### config.mk
export PLATFORM = sky130hd
export DESIGN_NAME = mux_rr_arbiter_flat
export DESIGN_NICKNAME = d
export VERILOG_FILES = /design/src/rtl/mux_rr_arbiter_if.sv /design/src/rtl/mux_rr_arbiter.sv /design/src/flat_wrapper.sv
export SDC_FILE = /design/constraint.sdc
export NUM_CORES = 1
export LEC_CHECK = 0
export BUFFER_PORTS_ARGS = -buffer_cell sky130_fd_sc_hd__buf_4
export CORE_MARGIN = 2
export CORE_UTILIZATION = 44
export DETAILED_ROUTE_END_ITERATION = 8
export PLACE_DENSITY = 0.84
export SLEW_MARGIN = 20
export SYNTH_ARGS = -nofsm -noshare
export SYNTH_HDL_FRONTEND = slang
export SYNTH_SLANG_ARGS = --single-unit
### constraint.sdc
create_clock -name clk -period 1.9 [get_ports clk]
set_input_delay 0.19 -clock clk [delete_from_list [all_inputs] [get_ports clk]]
set_output_delay 0.19 -clock clk [all_outputs]
set_load 0.02 [all_outputs]
### src/rtl/mux_rr_arbiter_if.sv
// Bus interface for mux_rr_arbiter: requester side (req/ena/lanes) and
// granted output side (gnt/sel/data_out/valid/busy).
interface mux_rr_arbiter_if #(
    parameter int W = 8
) ();
    logic           ena;
    logic [3:0]     req;
    logic [4*W-1:0] data_in;
    logic [3:0]     gnt;
    logic [1:0]     sel;
    logic [W-1:0]   data_out;
    logic           valid;
    logic           busy;

    modport master (
        output ena, req, data_in,
        input  gnt, sel, data_out, valid, busy
    );

    modport slave (
        input  ena, req, data_in,
        output gnt, sel, data_out, valid, busy
    );
endinterface

### src/rtl/mux_rr_arbiter.sv
// Round-robin arbiter sharing a 4:1 data mux, with a dead cycle between grants.
// Optional macro HOLD_LIMIT_EN forces release after MAX_HOLD grant cycles.
module mux_rr_arbiter #(
    parameter int W        = 8,
    parameter int MAX_HOLD = 8
) (
    input  logic              clk,
    input  logic              rst,
    mux_rr_arbiter_if.slave   bus
);

`ifdef HOLD_LIMIT_EN
    localparam logic HOLD_LIMIT = 1'b1;
`else
    localparam logic HOLD_LIMIT = 1'b0;
`endif

    typedef enum logic [1:0] {
        IDLE  = 2'd0,
        GRANT = 2'd1,
        GAP   = 2'd2
    } state_t;

    state_t       state_r, state_s;
    logic [1:0]   ptr_r, ptr_s;
    logic [7:0]   hold_cnt_r, hold_cnt_s;
    logic [3:0]   gnt_r, gnt_s;
    logic [1:0]   sel_r, sel_s;
    logic [W-1:0] data_r, data_s;
    logic         valid_r, valid_s;
    logic [1:0]   win_s;
    logic [W-1:0] lane_s;
    logic         release_s;

    // First requester at or after p, scanning upward modulo 4.
    function automatic logic [1:0] rr_pick(input logic [3:0] r, input logic [1:0] p);
        logic [1:0] idx;
        logic [1:0] pick;
        logic       found;
        pick  = p;
        found = 1'b0;
        for (int k = 0; k < 4; k++) begin
            idx = p + 2'(k);
            if (!found && r[idx]) begin
                pick  = idx;
                found = 1'b1;
            end
        end
        return pick;
    endfunction

    assign win_s     = rr_pick(bus.req, ptr_r);
    assign lane_s    = bus.data_in[sel_r*W +: W];
    // The limit term folds to zero when the hold limit is compiled out.
    assign release_s = !bus.req[sel_r] ||
                       (HOLD_LIMIT && (hold_cnt_r == 8'(MAX_HOLD - 1)));

    // Next-state and next-output logic for the grant sequencer.
    always_comb begin
        state_s    = state_r;
        ptr_s      = ptr_r;
        hold_cnt_s = hold_cnt_r;
        gnt_s      = gnt_r;
        sel_s      = sel_r;
        data_s     = data_r;
        valid_s    = valid_r;
        case (state_r)
            IDLE: begin
                if (bus.ena && (|bus.req)) begin
                    gnt_s      = 4'b0001 << win_s;
                    sel_s      = win_s;
                    hold_cnt_s = 8'd0;
                    state_s    = GRANT;
                end else begin
                    gnt_s = 4'b0000;
                end
            end
            GRANT: begin
                if (release_s) begin
                    gnt_s   = 4'b0000;
                    ptr_s   = sel_r + 2'd1;
                    valid_s = 1'b0;
                    state_s = GAP;
                end else begin
                    data_s  = lane_s;
                    valid_s = 1'b1;
                    if (hold_cnt_r != 8'hFF) begin
                        hold_cnt_s = hold_cnt_r + 8'd1;
                    end else begin
                        hold_cnt_s = hold_cnt_r;
                    end
                end
            end
            GAP: begin
                gnt_s   = 4'b0000;
                valid_s = 1'b0;
                state_s = IDLE;
            end
            default: begin
                gnt_s   = 4'b0000;
                valid_s = 1'b0;
                state_s = IDLE;
            end
        endcase
    end

    // State and output registers, cleared asynchronously.
    always_ff @(posedge clk or posedge rst) begin
        if (rst) begin
            state_r    <= IDLE;
            ptr_r      <= 2'd0;
            hold_cnt_r <= 8'd0;
            gnt_r      <= 4'b0000;
            sel_r      <= 2'd0;
            data_r     <= '0;
            valid_r    <= 1'b0;
        end else begin
            state_r    <= state_s;
            ptr_r      <= ptr_s;
            hold_cnt_r <= hold_cnt_s;
            gnt_r      <= gnt_s;
            sel_r      <= sel_s;
            data_r     <= data_s;
            valid_r    <= valid_s;
        end
    end

    assign bus.gnt      = gnt_r;
    assign bus.sel      = sel_r;
    assign bus.data_out = data_r;
    assign bus.valid    = valid_r;
    assign bus.busy     = (state_r != IDLE);

endmodule

### src/flat_wrapper.sv
// flat-port wrapper written by rule: the top's interface ports become plain ports
module mux_rr_arbiter_flat 
#(
    parameter int W        = 8,
    parameter int MAX_HOLD = 8
)
  (clk, rst, bus_ena, bus_req, bus_data_in, bus_gnt, bus_sel, bus_data_out, bus_valid, bus_busy);
  mux_rr_arbiter_if #(.W(W)) bus_i ();
  input  logic clk;
  input  logic rst;
  input wire logic [$bits(bus_i.ena)-1:0] bus_ena;
  input wire logic [$bits(bus_i.req)-1:0] bus_req;
  input wire logic [$bits(bus_i.data_in)-1:0] bus_data_in;
  output wire logic [$bits(bus_i.gnt)-1:0] bus_gnt;
  output wire logic [$bits(bus_i.sel)-1:0] bus_sel;
  output wire logic [$bits(bus_i.data_out)-1:0] bus_data_out;
  output wire logic [$bits(bus_i.valid)-1:0] bus_valid;
  output wire logic [$bits(bus_i.busy)-1:0] bus_busy;
  assign bus_i.ena = bus_ena;
  assign bus_i.req = bus_req;
  assign bus_i.data_in = bus_data_in;
  assign bus_gnt = bus_i.gnt;
  assign bus_sel = bus_i.sel;
  assign bus_data_out = bus_i.data_out;
  assign bus_valid = bus_i.valid;
  assign bus_busy = bus_i.busy;
  mux_rr_arbiter #(.W(W), .MAX_HOLD(MAX_HOLD)) u_core (.clk(clk), .rst(rst), .bus(bus_i));
endmodule
=== After elaboration in Yosys (flattened, before gate mapping) ===
Index checks and enable logic that the tools add are counted.

* Register bits after elaboration: 19
* Output and inout port bits: 16
* Input port bits: 39
* Logic and storage cells: 59

* Equal/unequal tests: 3
* Magnitude comparators: 5
* Multiplexer cells: 24
* Add/sub/neg operators: 4
* Bitwise operators: 1
* Reductions and logical operators: 14
* Shift operators: 2

{| class="wikitable"
|+ Operator list
! operator !! count
|-
| 32-bit by 6-bit variable part select with 8-bit output || 1
|-
| 2-bit by 3-bit less-than comparator with 1-bit output (second input constant) || 5
|-
| 1-bit binary-select mux with 2-bit select || 5
|-
| 2-bit two-way mux || 5
|-
| 1-bit two-way mux || 9
|-
| 4-bit two-way mux || 2
|-
| 4-bit one-hot mux with 2 select lines || 1
|-
| 2-bit AND reduction || 4
|-
| 2-bit by 1-bit adder with 2-bit output (second input constant) || 2
|-
| 2-bit adder (second input constant) || 2
|-
| 1-bit logical AND || 4
|-
| 2-bit one-hot mux with 2 select lines || 1
|-
| 4-bit OR reduction || 1
|-
| 1-bit by 2-bit << shifter with 4-bit output (first input constant) || 1
|-
| 1-bit logical NOT || 3
|-
| 2-bit by 1-bit equality test with 1-bit output (second input constant) || 1
|-
| 2-bit logical NOT || 1
|-
| 2-bit by 1-bit inequality test with 1-bit output (second input constant) || 1
|-
| 2-bit inequality test (second input constant) || 1
|-
| 1-bit one-hot mux with 2 select lines || 1
|-
| 2-bit nonzero test || 1
|-
| 1-bit NOT || 1
|}

=== Depth between registers and ports, before layout ===
* Word-level depth: 15
* Depth in mapped cells: 4
* Gate-level depth less buffers: 4

=== Worst setup path after synthesis ===
No wires, ideal clock.

* Path type: reg2reg
* From: reg u_core.sel_r[1], in the netlist u_core.bus.sel[1]
* To: reg u_core.data_r[0], in the netlist u_core.bus.data_out[0]
* Clock period less this slack: 1.742 ns
* Stages on the path, launching flop included: 5
* Path slack: 0.158 ns
* Data arrival time: 1.618 ns
* Buffers on the path: 1
* Required time: 1.775 ns
* Library setup time: 0.125 ns
* Cell sequence: dfrtp_1 -> mux4_2 -> nand3b_2 -> buf_6 -> mux2_2

* Longest elaborated chain between the ends: 3
* Elaborated cells on any way between the ends: 4
* Classes of those cells: shift: 1; mux: 2; reduce/logical: 1

{| class="wikitable"
|+ RTL lines
! item !! RTL line !! text
|-
| start, declared || mux_rr_arbiter.sv:28 || <nowiki>logic [1:0] sel_r, sel_s;</nowiki>
|-
| start signal, assigned || mux_rr_arbiter.sv:122 || <nowiki>sel_r <= sel_s;</nowiki>
|-
| parallel branches: the longest is 3 deep, another holds 32-bit by 6-bit variable part select with 8-bit output || n/a ||
|-
| end signal, assigned || mux_rr_arbiter.sv:123 || <nowiki>data_r <= data_s;</nowiki>
|-
| end, declared || mux_rr_arbiter.sv:29 || <nowiki>logic [W-1:0] data_r, data_s;</nowiki>
|}

Parallel ways; which one is timed is not known. The select of a mux whose other input is x is not followed.
A chain may end at the register's enable or synchronous reset.

=== Worst setup path after layout ===
* From: reg u_core.sel_r[1], in the netlist u_core.bus.sel[1]
* To: reg u_core.gnt_r[2], in the netlist u_core.bus.gnt[2]

* Longest elaborated chain between the ends: 3

{| class="wikitable"
|+ RTL lines
! item !! RTL line !! text
|-
| 1-bit binary-select mux with 2-bit select || mux_rr_arbiter.sv:55 || <nowiki>assign release_s = !bus.req[sel_r] ||</nowiki>
|-
| 1-bit two-way mux (not written as such) || mux_rr_arbiter.sv:55 ||
|-
| 2-bit inequality test (no source line) || n/a ||
|-
| end signal, assigned || mux_rr_arbiter.sv:121 || <nowiki>gnt_r <= gnt_s;</nowiki>
|-
| end, declared || mux_rr_arbiter.sv:27 || <nowiki>logic [3:0] gnt_r, gnt_s;</nowiki>
|}

No other way between the ends. The select of a mux whose other input is x is not followed.

==> impl_results.md <==
* Number of nets in the finished design at 177
* Sw Share at about two fifths
* Initial antenna violation count at 0
* Final Core Density at around two thirds
* Largest fanout on the critical path at 11
* Ordered cell list for the critical path: mux4_2, nand3b_2, inv_1, a22o_1
* Post-route DRC violation count at 0
* Cts-stage hold buffer count at 0
* Total CTS buffers at 3
* Netlist cell types at 28
* Via count of the first global-routing pass at 900
* Gate power share at ~58%
* Cell internal power dissipation at between 1 and 1.5 mW
* Die height at ~53 µm
* Total inserted antenna cells at 0
* Total number of H-tree levels at 1
* Total of cells resized after clock tree synthesis at 0
* Pin count of the biggest net entering global routing at 20
* Cell area after technology mapping at 1050 µm²
* Final Cycle Share at 90.8%
* Unrepaired setup endpoints after global routing: no
* Starting Density at around 47%
* Setup TNS after final layout at 0 ps
* Pwr dens at 1470 nW/µm²
* Result of the run: finished clean
* Critical path data arrival time at between 1500 and 2000 ps
* Worst slew margin relative to its limit at around 53%
* Path type of the worst min-delay path: primary input to async pin
* Full die area at between 2000 and 3000 µm²
* Count leader, synth: sky130_fd_sc_hd__dfrtp_1
* Number of warning messages in the yosys log at 0
* Grt ovf at 0
* Share of total power in sequential cells at ~33%
* Ratio of cells with drive above 1 in the final layout at 57.7%
* Async set or reset register ratio after synthesis at between 90% and 100%
* Total count of max-transition violations in the final report at 0
* Synth Area per Inst at 13.1 µm²
* Site row count at 17
* Worst-margin pin slew at 704 ps
* Vias at approximately 900
* Sum of met3 wire segment lengths after detailed routing at between 200 and 300 µm
* Synth top cells by count: 19 x sky130_fd_sc_hd__dfrtp_1, 9 x sky130_fd_sc_hd__mux4_2, 8 x sky130_fd_sc_hd__mux2_2, 5 x sky130_fd_sc_hd__inv_1, 5 x sky130_fd_sc_hd__nand2_1
* Clock Tree Root: sky130_fd_sc_hd__clkbuf_4
* Slowest cell on the critical path: sky130_fd_sc_hd__mux4_2
* Clk Latency, worst-skew pair at between 200 and 300 ps
* Clock slew seen by the registers of the worst setup and hold paths at roughly 110 ps
* Number of nets with antenna violations after routing at 0
* Final period demand of the worst path at about 1700 ps
* Part of the power in the clock network at 9.0%
* Count of boundary I/O pins at 55
* Total GRT Usage at around a fifth
* Iteration-0 DRC count of the detailed router at 12
* CP Capture Type: flop
* Metal1 wirelength at roughly 980 µm
* Count of final hold-check violations at 0
* Number of enable flip-flop cells after synthesis at 0
* Global-route wire length before repair at ~4.0 mm
* Required time of the worst setup path at 2090 ps
* Clock Path Buffers at 2
* # Max-Cap Violations at 0
* Die span in x at 52.8 µm
* Leakage dissipation at about 0.73 nW
* Detail Placement HPWL at about 2 mm
* Routed met2 length at ~1.2 mm
* Register bit count reported by yosys at 19
* CTS tree: yes
* Cell type with the highest aggregate area in the netlist: sky130_fd_sc_hd__dfrtp_1
* Top area cells in the synthesized netlist: sky130_fd_sc_hd__dfrtp_1 45%, sky130_fd_sc_hd__mux4_2 19%, sky130_fd_sc_hd__mux2_2 8.6%
* Synth Flop Type: sky130_fd_sc_hd__dfrtp_1
* Post-CTS setup buffers at 0
* IR Drop Worst-Case VDD at approximately 850 µV
* Uppermost signal routing layer after detailed routing: met4
* Max frequency at ~0.58 GHz
* Number of setup violations in the final report at 0
* Portion of synthesized cell area occupied by the leading cell type at 45.4%
* Core area at around 2200 µm²
* Average vias per placed instance at between 5 and 6
* Input/output buffers at 54
* Area Overhead vs Synth at 44.1%
* Sequential share of the synthesized area at a little under half
* Count of clock tree sinks at 19
* Stage delay of the slowest cell on the critical path at 560 ps
* Synthesized netlist net count at between 100 and 150
* Start-to-end type of the worst setup path: flop to flop
* Switching component of the power at 0.886 mW
* Routability cong. at between 0.7 and 0.8
* Synth Instances at 80
* Aggregate routed wire length at approximately 2.5 mm
* Kind of start point of the critical path: flop
* Worst clock skew on the final layout at between 1.5 and 2 ps
* First-pass iteration count of the detailed router at 4
* Average wire per cell in the routed design at roughly 15 µm
-- critical path, delay by kind of cell (launching register included) --
family | cells | cell delay, ps
mux | 1 | 560
flops | 1 | 390
compound gates | 1 | 250
simple gates | 1 | 280
buf+inv | 1 | 150
-- final timing paths --
kind / slack [ps] / endpoint / cells past startpoint / from
max in group asynchronous: 1450 / u_core.bus.sel[1] / 2 / rst
setup / recovery: 170 / u_core.bus.gnt[2] / 4 / u_core.bus.sel[1]
hold / removal: 7 / u_core.bus.data_out[6] / 2 / rst
setup reg to reg: 170 / u_core.bus.gnt[2] / 4 / u_core.bus.sel[1]
hold reg to reg: 510 / u_core.bus.gnt[0] / 1 / u_core.bus.gnt[0]
min in group clk: 290 / u_core.state_r[0] / 3 / bus_ena
-- per-stage QoR --
stage               total power, mW  hold slack (ps)  setup slack [ps]  cells  instance area (µm²)
floorplan                      1.57              141               158     80                 1050
global placement               1.98              333               238    161                 1480
detailed placement             2.03              347               195    161                 1480
CTS                            2.23             26.9               175    165                 1510
global route                   2.36             62.0              82.0    165                 1510
finish                         2.22             7.35               174    165                 1510
-- cell families (layout without fill, tap and decap cells) --
kind of cell,after synthesis,count (layout),synth area share [%]
DFF,19,19,45.4
and+or+nand+nor,17,17,9.56
buffers and inverters,8,65,3.70
AOI/OAI and AO/OA,18,18,12.5
muxes,17,17,28.0
xor gates and xnor gates,1,1,0.836
-- registers in the layout, indices dropped and copies added, names as in the netlist --
signal and count:
u_core.bus.gnt 4, u_core.ptr_r 2, u_core.bus.sel 2, u_core.state_r 2
u_core.bus.data_out 8, u_core.bus.valid 1
-- metal layers --
layer  vias up  track usage (%)
met5         -                0
li1        417                -
met4         0             4.70
met3         2             6.29
met1       444             26.2
met2        52             32.3
-- cell type report --
cell class / instances / area (µm²)
inverter: 5 / 18.8
multi-input combinational: 53 / 533
fill: 167 / 724
timing repair buffer: 56 / 420
sequential: 19 / 475
tap: 28 / 35.0
clock buffer: 4 / 26.3
-- power groups by stage --
stage / Combinational [mW] / Sequential (mW) / Clock (mW)
3_5_place_dp: 1.29 / 0.738 / 0
3_3_place_gp: 1.25 / 0.726 / 0
6_report: 1.29 / 0.733 / 0.200
5_1_grt: 1.39 / 0.757 / 0.220
2_1_floorplan: 0.692 / 0.883 / 0
4_1_cts: 1.30 / 0.731 / 0.200
-- placed cells by master, fill, tap and decap left out --
master                      netlist  routed
sky130_fd_sc_hd__xnor2_1          1       1
sky130_fd_sc_hd__nand3b_2         1       1
sky130_fd_sc_hd__nand2b_1         2       2
sky130_fd_sc_hd__a21oi_1          4       4
sky130_fd_sc_hd__mux2_2           8       8
sky130_fd_sc_hd__buf_4            0      56
sky130_fd_sc_hd__nor2_1           4       4
sky130_fd_sc_hd__nor2b_1          1       1
sky130_fd_sc_hd__mux4_2           9       9
sky130_fd_sc_hd__nand2_1          5       5
sky130_fd_sc_hd__o21ai_0          2       2
sky130_fd_sc_hd__a21o_1           1       1
sky130_fd_sc_hd__a22o_1           2       2
sky130_fd_sc_hd__o2111ai_1        1       1
sky130_fd_sc_hd__o21a_1           1       1
sky130_fd_sc_hd__or2_2            1       1
sky130_fd_sc_hd__inv_1            5       5
sky130_fd_sc_hd__o311a_1          1       1
sky130_fd_sc_hd__dfrtp_1         19      19
sky130_fd_sc_hd__nand3_1          1       1
sky130_fd_sc_hd__o311ai_1         1       1
sky130_fd_sc_hd__nor3b_4          1       1
sky130_fd_sc_hd__a211o_1          1       1
sky130_fd_sc_hd__or3_1            1       1
sky130_fd_sc_hd__clkbuf_1         1       1
sky130_fd_sc_hd__clkbuf_4         0       3
sky130_fd_sc_hd__a211oi_1         2       2
sky130_fd_sc_hd__o2bb2ai_1        2       2
Power figures use the tool's default switching activity.
